$ cat src/rtl/picomem_pkg.sv
// Shared types and constants for the PicoMem-to-Wishbone bridge on mux port S3.
package picomem_pkg;

  typedef enum logic [1:0] {
    IDLE = 2'd0,
    BUS  = 2'd1,
    RESP = 2'd2
  } state_e;

  localparam logic [31:0] PICOMEM_ERR_RDATA = 32'hDEAD_BEEF;
  localparam logic [31:0] S3_BASE           = 32'hC000_0000;
  localparam logic [31:0] S3_LAST           = 32'hFFFF_FFFF;

  // Reads carry no strobes, so they select all four byte lanes.
  function automatic logic [3:0] wb_sel(input logic [3:0] wstrb);
    return (wstrb == 4'h0) ? 4'hF : wstrb;
  endfunction

  // Word part of (addr - base) mod 2^32, borrowing from the dropped byte offset.
  function automatic logic [29:0] wb_word_addr(input logic [31:0] addr, input logic [31:0] base);
    logic borrow;
    borrow = (addr[1:0] < base[1:0]);
    return addr[31:2] - base[31:2] - {29'd0, borrow};
  endfunction

endpackage

$ cat src/rtl/picomem_wb_timeout.sv
// Bus-cycle watchdog: counts cycles while enabled and flags the last allowed cycle.
module picomem_wb_timeout #(
  parameter int unsigned TIMEOUT = 256
) (
  input  logic clk,
  input  logic reset,
  input  logic clr,
  input  logic en,
  output logic expired
);

  logic [15:0] cnt_q, cnt_d;

  always_comb begin
    cnt_d = cnt_q;
    if (clr) begin
      cnt_d = 16'd0;
    end else if (en) begin
      cnt_d = cnt_q + 16'd1;
    end
  end

  always_ff @(posedge clk) begin
    if (reset) begin
      cnt_q <= 16'd0;
    end else begin
      cnt_q <= cnt_d;
    end
  end

  assign expired = (cnt_q == 16'(TIMEOUT - 1));

endmodule

$ cat src/rtl/picomem_wb_bridge.sv
// PicoMem slave to Wishbone B4 classic master bridge with bounded cycles.
// Define PICOWB_ERR_LOG_EN to add the sticky err_flag/err_addr log and clr_err.
module picomem_wb_bridge
  import picomem_pkg::*;
#(
  parameter logic [31:0] ADDR_BASE = S3_BASE,
  parameter int unsigned TIMEOUT   = 256,
  parameter logic [31:0] ERR_RDATA = PICOMEM_ERR_RDATA
) (
  input  logic        clk,
  input  logic        reset,
  input  logic        mem_s_valid,
  output logic        mem_s_ready,
  input  logic [31:0] mem_s_addr,
  input  logic [31:0] mem_s_wdata,
  input  logic [3:0]  mem_s_wstrb,
  output logic [31:0] mem_s_rdata,
  output logic        wbm_cyc_o,
  output logic        wbm_stb_o,
  output logic        wbm_we_o,
  output logic [29:0] wbm_adr_o,
  output logic [3:0]  wbm_sel_o,
  output logic [31:0] wbm_dat_o,
  input  logic [31:0] wbm_dat_i,
  input  logic        wbm_ack_i,
  input  logic        wbm_err_i
`ifdef PICOWB_ERR_LOG_EN
  ,
  input  logic        clr_err,
  output logic        err_flag,
  output logic [31:0] err_addr
`endif
);

  state_e      state_q, state_d;
  logic        cyc_q, cyc_d;
  logic        we_q, we_d;
  logic [29:0] adr_q, adr_d;
  logic [3:0]  sel_q, sel_d;
  logic [31:0] dat_q, dat_d;
  logic        ready_q, ready_d;
  logic [31:0] rdata_q, rdata_d;
  logic        tmo_clr, tmo_en, tmo_expired;

  picomem_wb_timeout #(.TIMEOUT(TIMEOUT)) u_timeout (
    .clk     (clk),
    .reset   (reset),
    .clr     (tmo_clr),
    .en      (tmo_en),
    .expired (tmo_expired)
  );

  always_comb begin
    state_d = state_q;
    cyc_d   = cyc_q;
    we_d    = we_q;
    adr_d   = adr_q;
    sel_d   = sel_q;
    dat_d   = dat_q;
    ready_d = 1'b0;
    rdata_d = 32'd0;
    tmo_clr = 1'b0;
    tmo_en  = 1'b0;
    case (state_q)
      IDLE: begin
        if (mem_s_valid) begin
          cyc_d   = 1'b1;
          we_d    = |mem_s_wstrb;
          sel_d   = wb_sel(mem_s_wstrb);
          adr_d   = wb_word_addr(mem_s_addr, ADDR_BASE);
          dat_d   = mem_s_wdata;
          tmo_clr = 1'b1;
          state_d = BUS;
        end
      end
      BUS: begin
        // err outranks ack; a same-cycle ack outranks the timeout.
        if (wbm_err_i || wbm_ack_i) begin
          cyc_d   = 1'b0;
          ready_d = 1'b1;
          rdata_d = wbm_err_i ? ERR_RDATA : (we_q ? 32'd0 : wbm_dat_i);
          state_d = RESP;
        end else if (tmo_expired) begin
          cyc_d   = 1'b0;
          ready_d = 1'b1;
          rdata_d = ERR_RDATA;
          state_d = RESP;
        end else begin
          tmo_en = 1'b1;
        end
      end
      RESP: begin
        state_d = IDLE;
      end
      default: begin
        state_d = IDLE;
        cyc_d   = 1'b0;
      end
    endcase
  end

  always_ff @(posedge clk) begin
    if (reset) begin
      state_q <= IDLE;
      cyc_q   <= 1'b0;
      we_q    <= 1'b0;
      adr_q   <= 30'd0;
      sel_q   <= 4'd0;
      dat_q   <= 32'd0;
      ready_q <= 1'b0;
      rdata_q <= 32'd0;
    end else begin
      state_q <= state_d;
      cyc_q   <= cyc_d;
      we_q    <= we_d;
      adr_q   <= adr_d;
      sel_q   <= sel_d;
      dat_q   <= dat_d;
      ready_q <= ready_d;
      rdata_q <= rdata_d;
    end
  end

  assign mem_s_ready = ready_q;
  assign mem_s_rdata = rdata_q;
  assign wbm_cyc_o   = cyc_q;
  assign wbm_stb_o   = cyc_q;
  assign wbm_we_o    = we_q;
  assign wbm_adr_o   = adr_q;
  assign wbm_sel_o   = sel_q;
  assign wbm_dat_o   = dat_q;

`ifdef PICOWB_ERR_LOG_EN
  logic [31:0] addr_q, addr_d;
  logic        err_flag_q, err_flag_d;
  logic [31:0] err_addr_q, err_addr_d;
  logic        err_event;

  always_comb begin
    addr_d     = (state_q == IDLE && mem_s_valid) ? mem_s_addr : addr_q;
    err_event  = (state_q == BUS) && (wbm_err_i || (!wbm_ack_i && tmo_expired));
    err_addr_d = err_event ? addr_q : err_addr_q;
    err_flag_d = clr_err ? 1'b0 : (err_event ? 1'b1 : err_flag_q);
  end

  always_ff @(posedge clk) begin
    if (reset) begin
      addr_q     <= 32'd0;
      err_flag_q <= 1'b0;
      err_addr_q <= 32'd0;
    end else begin
      addr_q     <= addr_d;
      err_flag_q <= err_flag_d;
      err_addr_q <= err_addr_d;
    end
  end

  assign err_flag = err_flag_q;
  assign err_addr = err_addr_q;
`endif

endmodule

$ cat config.mk
export PLATFORM = sky130hd
export DESIGN_NAME = picomem_wb_bridge
export DESIGN_NICKNAME = d
export VERILOG_FILES = /design/src/rtl/picomem_pkg.sv /design/src/rtl/picomem_wb_timeout.sv /design/src/rtl/picomem_wb_bridge.sv
export SDC_FILE = /design/constraint.sdc
export NUM_CORES = 1
export LEC_CHECK = 0
export CORE_ASPECT_RATIO = 0.9
export CORE_MARGIN = 1.5
export CORE_UTILIZATION = 45
export CTS_CLUSTER_DIAMETER = 120
export CTS_CLUSTER_SIZE = 30
export DETAILED_ROUTE_END_ITERATION = 12
export PLACE_DENSITY = 0.79
export SLEW_MARGIN = 20
export SYNTH_ARGS = -nofsm -noshare
export SYNTH_HDL_FRONTEND = slang
export SYNTH_HIERARCHICAL = 1
export SYNTH_SLANG_ARGS = --single-unit
$ cat constraint.sdc
create_clock -name clk -period 3.7 [get_ports clk]
set_clock_uncertainty 0.2 [all_clocks]
set_input_delay 0.555 -clock clk [delete_from_list [all_inputs] [get_ports clk]]
set_output_delay 0.555 -clock clk [all_outputs]
set_load 0.005 [all_outputs]
* After elaboration in Yosys (flattened, before gate mapping) *
Index checks and enable logic that the tools add are counted.

operators by class
  $add $sub $neg = 3
  order comparisons = 1
  eq/ne operators = 5
  muxes and demuxes = 20
  bitwise operators = 2
  reduce and logical (&&, ||, !) cells = 9

operators by type and width
  operator                                                     number
  two-way mux 32 bit                                           4
  subtractor 30 x 1 -> 30 bit                                  1
  subtractor 30 bit (second input constant)                    1
  adder 16 x 1 -> 16 bit (second input constant)               1
  == test 16 x 8 -> 1 bit (second input constant)              1
  two-way mux 1 bit                                            10
  two-way mux 2 bit                                            3
  zero test 4 bit                                              1
  two-way mux 4 bit                                            1
  one-hot mux 2 bit (2 select lines)                           1
  AND reduction 2 bit                                          2
  OR reduction 2 bit                                           2
  OR reduction 4 bit                                           1
  inequality test 3 bit (second input constant)                1
  one-hot mux 1 bit (3 select lines)                           1
  AND reduction 3 bit                                          1
  == test 2 x 1 -> 1 bit (second input constant)               1
  == test 2 bit (second input constant)                        1
  zero test 2 bit                                              1
  less-than comparator 2 x 1 -> 1 bit (second input constant)  1
  inequality test 2 bit (second input constant)                1
  NOT 1 bit                                                    2
  logical OR 1 bit                                             1

storage, ports and cells
  flip-flop bits (word level) = 119
  output and inout port bits = 102

* Logic depth before layout (Yosys ltp) *
  word-level depth = 4
  depth in mapped cells = 10

* Modules after synthesis *
Netlist, hierarchy kept.

modules (own cells, without submodules)
  module              times used  cells an instance  area each (um2)
  picomem_wb_bridge   1           647                5,172.5
  picomem_wb_timeout  1           90                 797.0

* Worst setup path after synthesis *
Ideal clock, no wire load.

  path kind = in2reg
  from = in mem_s_addr[11]
  to = reg adr_q[18], in the netlist wbm_adr_o[18]
  setup time = 0.120 ns
  arrival = 2.221 ns
  data required time = 3.380 ns
  path slack = 1.159 ns
  cell stages on the path = 9
  path buffers = 0
  cell sequence = inv_1 > ha_1 > nand3_2 > or3_4 > a211oi_2 > a211oi_2 > o21ai_0 > nor4b_1 > a211o_1

on the way
  longest elaborated chain between the ends = 2

RTL lines
  item                         RTL line                  text
  start: declaration           picomem_wb_bridge.sv:14   input logic [31:0] mem_s_addr,
  subtractor 30 bit            picomem_pkg.sv:23         return addr[31:2] - base[31:2] - {29'd0, borrow};
  subtractor 30 x 1 -> 30 bit  picomem_pkg.sv:23
  end signal: assignment       picomem_wb_bridge.sv:116  adr_q <= adr_d;
  end: declaration             picomem_wb_bridge.sv:38   logic [29:0] adr_q, adr_d;

Every way passes these cells.
A chain may end at the register's enable or synchronous reset.

* Worst setup path in the final report *
  from = in mem_s_addr[9]
  to = reg adr_q[18], in the netlist wbm_adr_o[18]

The elaborated chain is that of the path after synthesis.

==> run metrics <==
cell leakage power 3.47 nW; Flop pwr share 37.2%; worst slew pin tran 1.02 ns; # Max-Cap Violations 0; Setup-failing EPs final 0; Post-synth EDFFs 0; Seq/Total Area, Yosys 39.9%; Final Hold Viols 0; CTS clk-pin slew, worst paths 0.06 ns; cell area after synthesis 5970 sq um; Clock Power Share 42.6%; top cell type's share of synthesized area 39.9%; Clock Root Buffer clkbuf_16; Reg-to-Reg Start u_timeout/cnt_q[10]$_SDFFE_PP0P_; first-pass GRT wire length 26.9 mm; GR Overflow Total 0; cells after synthesis 737; 1st-pass router iterations 5; Area Growth Syn to Fin 45.3%; Net Count, Synth 871; most common cell in the synthesized netlist nand2_1; multi-input logic area 3230 sq um; # clock sinks 119; Slew HR 30.9%; Switching Fraction 27.8%; post-layout min period 3.01 ns; setup repair after global routing missed its margin false; ranking of synthesized cells by area dfxtp_1, a21oi_1, nand2_1; Setup TNS Final 0 ns; input/output buffers 204; prevailing post-synth register cell dfxtp_1; CP arrival 3.16 ns; Critical Path Source mem_s_addr[9]; Num CTS Buffers 17; routability cong. 0.885; max-slew violation count 0; H-tree Lvls 4; Rows 39; Net count, final 1,063; Sw Pwr 1.05 mW; Via Count 5,805; min setup slack post-route 0.693 ns; Yosys reg bits 119; synth cell count leaders nand2_1, dfxtp_1, a21oi_1; Worst IR Drop VDD 280 uV; die width 124 um; via/cell ratio 5.25; Hold Slack 0.190 ns; final WL 16.7 mm; average wire per standard cell 15.1 um; Post-CTS Resized 0; largest net degree at the start of global routing 54; clk buf depth 2; Post-Syn Area per Cell 8.10 sq um; distinct cell type count after synthesis 59; vias in the first global route 5,386; Async S/R FF share, synth 0%; WS Path Type primary input to register; IO Pins 207; Initial Utilization 46.5%; CTS tree yes; global-route total usage across every layer 23.8%; run status completed; HPWL Detailed 11.9 mm; Post-CTS Setup Bufs 0; Core ar. 12,800 sq um; worst skew pair latency 0.41 ns; Critical Path Sink Type register; combinational power share 20.1%; startpoint types primary input; worst min-delay path startpoint reset; initial drt markers 287; Ant. Diodes 0; worst-path maximum fanout 5; DRC Markers 0; Storage cell area 2380 sq um; fill count 1,069; die height 112 um; Final ANT Viol Nets 0; Crit path required time 3.86 ns; Int Power 2.72 mW; HP Class primary input to register; power per cell area 434 nW/um^2; Die Footprint 14,000 sq um; hold buffer count at cts 0; post-synth top area cell dfxtp_1; yosys warns 6; Max Clk Rate 333 MHz; antenna violations before repair 0; period utilisation layout 81.3%; Place WS 0.322 ns; share of layout cells above drive strength 1 6.69%
==> layout by cell type, fill, tap and decap left out, types with 17 or more instances in the layout <==
| cell | Yosys | routed |
|---|---|---|
| nor2_1 | 37 | 37 |
| clkbuf_16 | 0 | 17 |
| nand2b_1 | 26 | 26 |
| clkdlybuf4s50_1 | 0 | 203 |
| a21oi_1 | 100 | 100 |
| dfxtp_1 | 119 | 119 |
| ha_1 | 29 | 29 |
| nand2_1 | 129 | 129 |
| o21ai_0 | 21 | 21 |
| inv_1 | 40 | 40 |
==> cells by family (layout without fill, tap and decap cells) <==
| logic type | after synthesis | after routing | share of synthesized area [%] |
|---|---|---|---|
| AO/OA/AOI/OAI | 195 | 195 | 20.1 |
| XOR/XNOR | 24 | 24 | 3.52 |
| adder cells (fa/ha/maj) | 29 | 29 | 6.08 |
| buffers and inverters | 82 | 287 | 5.99 |
| flip-flops | 119 | 119 | 39.9 |
| multiplexers | 8 | 8 | 1.34 |
| AND/OR/NAND/NOR | 280 | 280 | 23.1 |
==> area by class of cell <==
cell class | instances | area share (%)
Multi-Input combinational cell | 536 | 37.2
Sequential cell | 119 | 27.5
Clock inverter | 14 | 1.63
Clock buffer | 18 | 5.06
Inverter | 41 | 1.77
Tap cell | 164 | 2.37
Timing Repair Buffer | 214 | 24.5
==> sequential cells by signal, indices dropped and copies added (netlist names) <==
register / cells
wbm_cyc_o: 1
wbm_dat_o: 32
mem_s_rdata: 32
u_timeout/cnt_q: 16
wbm_adr_o: 30
mem_s_ready: 1
wbm_we_o: 1
state_q: 2
wbm_sel_o: 4
==> stage by stage <==
| stage | std cells | power (mW) | util, % | area, sq um |
|---|---|---|---|---|
| after detailed placement | 1074 | 2.18 | 63.1 | 8100 |
| after floorplan | 737 | 1.82 | - | 5970 |
| after CTS | 1106 | 3.80 | 67.6 | 8680 |
| final | 1106 | 3.76 | 67.6 | 8680 |
| after global routing | 1106 | 3.95 | 67.6 | 8680 |
| after global placement | 1074 | 2.17 | 63.1 | 8100 |
==> worst max-delay path, stage by stage <==
cell             delay, ns
clkdlybuf4s50_1       0.49
inv_1                 0.05
ha_1                  0.33
a21oi_1               0.23
o21ai_0               0.16
a31o_2                0.29
a211oi_2              0.39
o21ai_0               0.21
nor4b_1               0.30
a211o_1               0.15
==> metal layers <==
layer	vias to the layer above	wire [um]	global-route usage, %
met5	-	0	0
met4	0	336	8.20
met3	28	889	5.96
met2	206	7980	39.5
met1	2637	7490	30.4
li1	2934	-	-
==> power groups by stage <==
stage | clock network, mW | registers (mW) | logic [mW]
2_1_floorplan | 0 | 1.43 | 0.395
3_3_place_gp | 0 | 1.43 | 0.746
3_5_place_dp | 0 | 1.43 | 0.752
4_1_cts | 1.64 | 1.40 | 0.759
5_1_grt | 1.71 | 1.41 | 0.827
6_report | 1.60 | 1.40 | 0.758
==> worst paths after layout <==
path                                                    to  slack (ns)  cells past startpoint
worst max register to register  mem_s_rdata[10]$_SDFF_PP0_        0.90                      6
worst min register to register  wbm_adr_o[28]$_SDFFE_PP0P_        0.25                      2
worst max-delay path            wbm_adr_o[18]$_SDFFE_PP0P_        0.69                     10
worst min-delay path            wbm_dat_o[25]$_SDFFE_PP0P_        0.19                      2
Note: power is estimated with default switching activity, not from simulation.
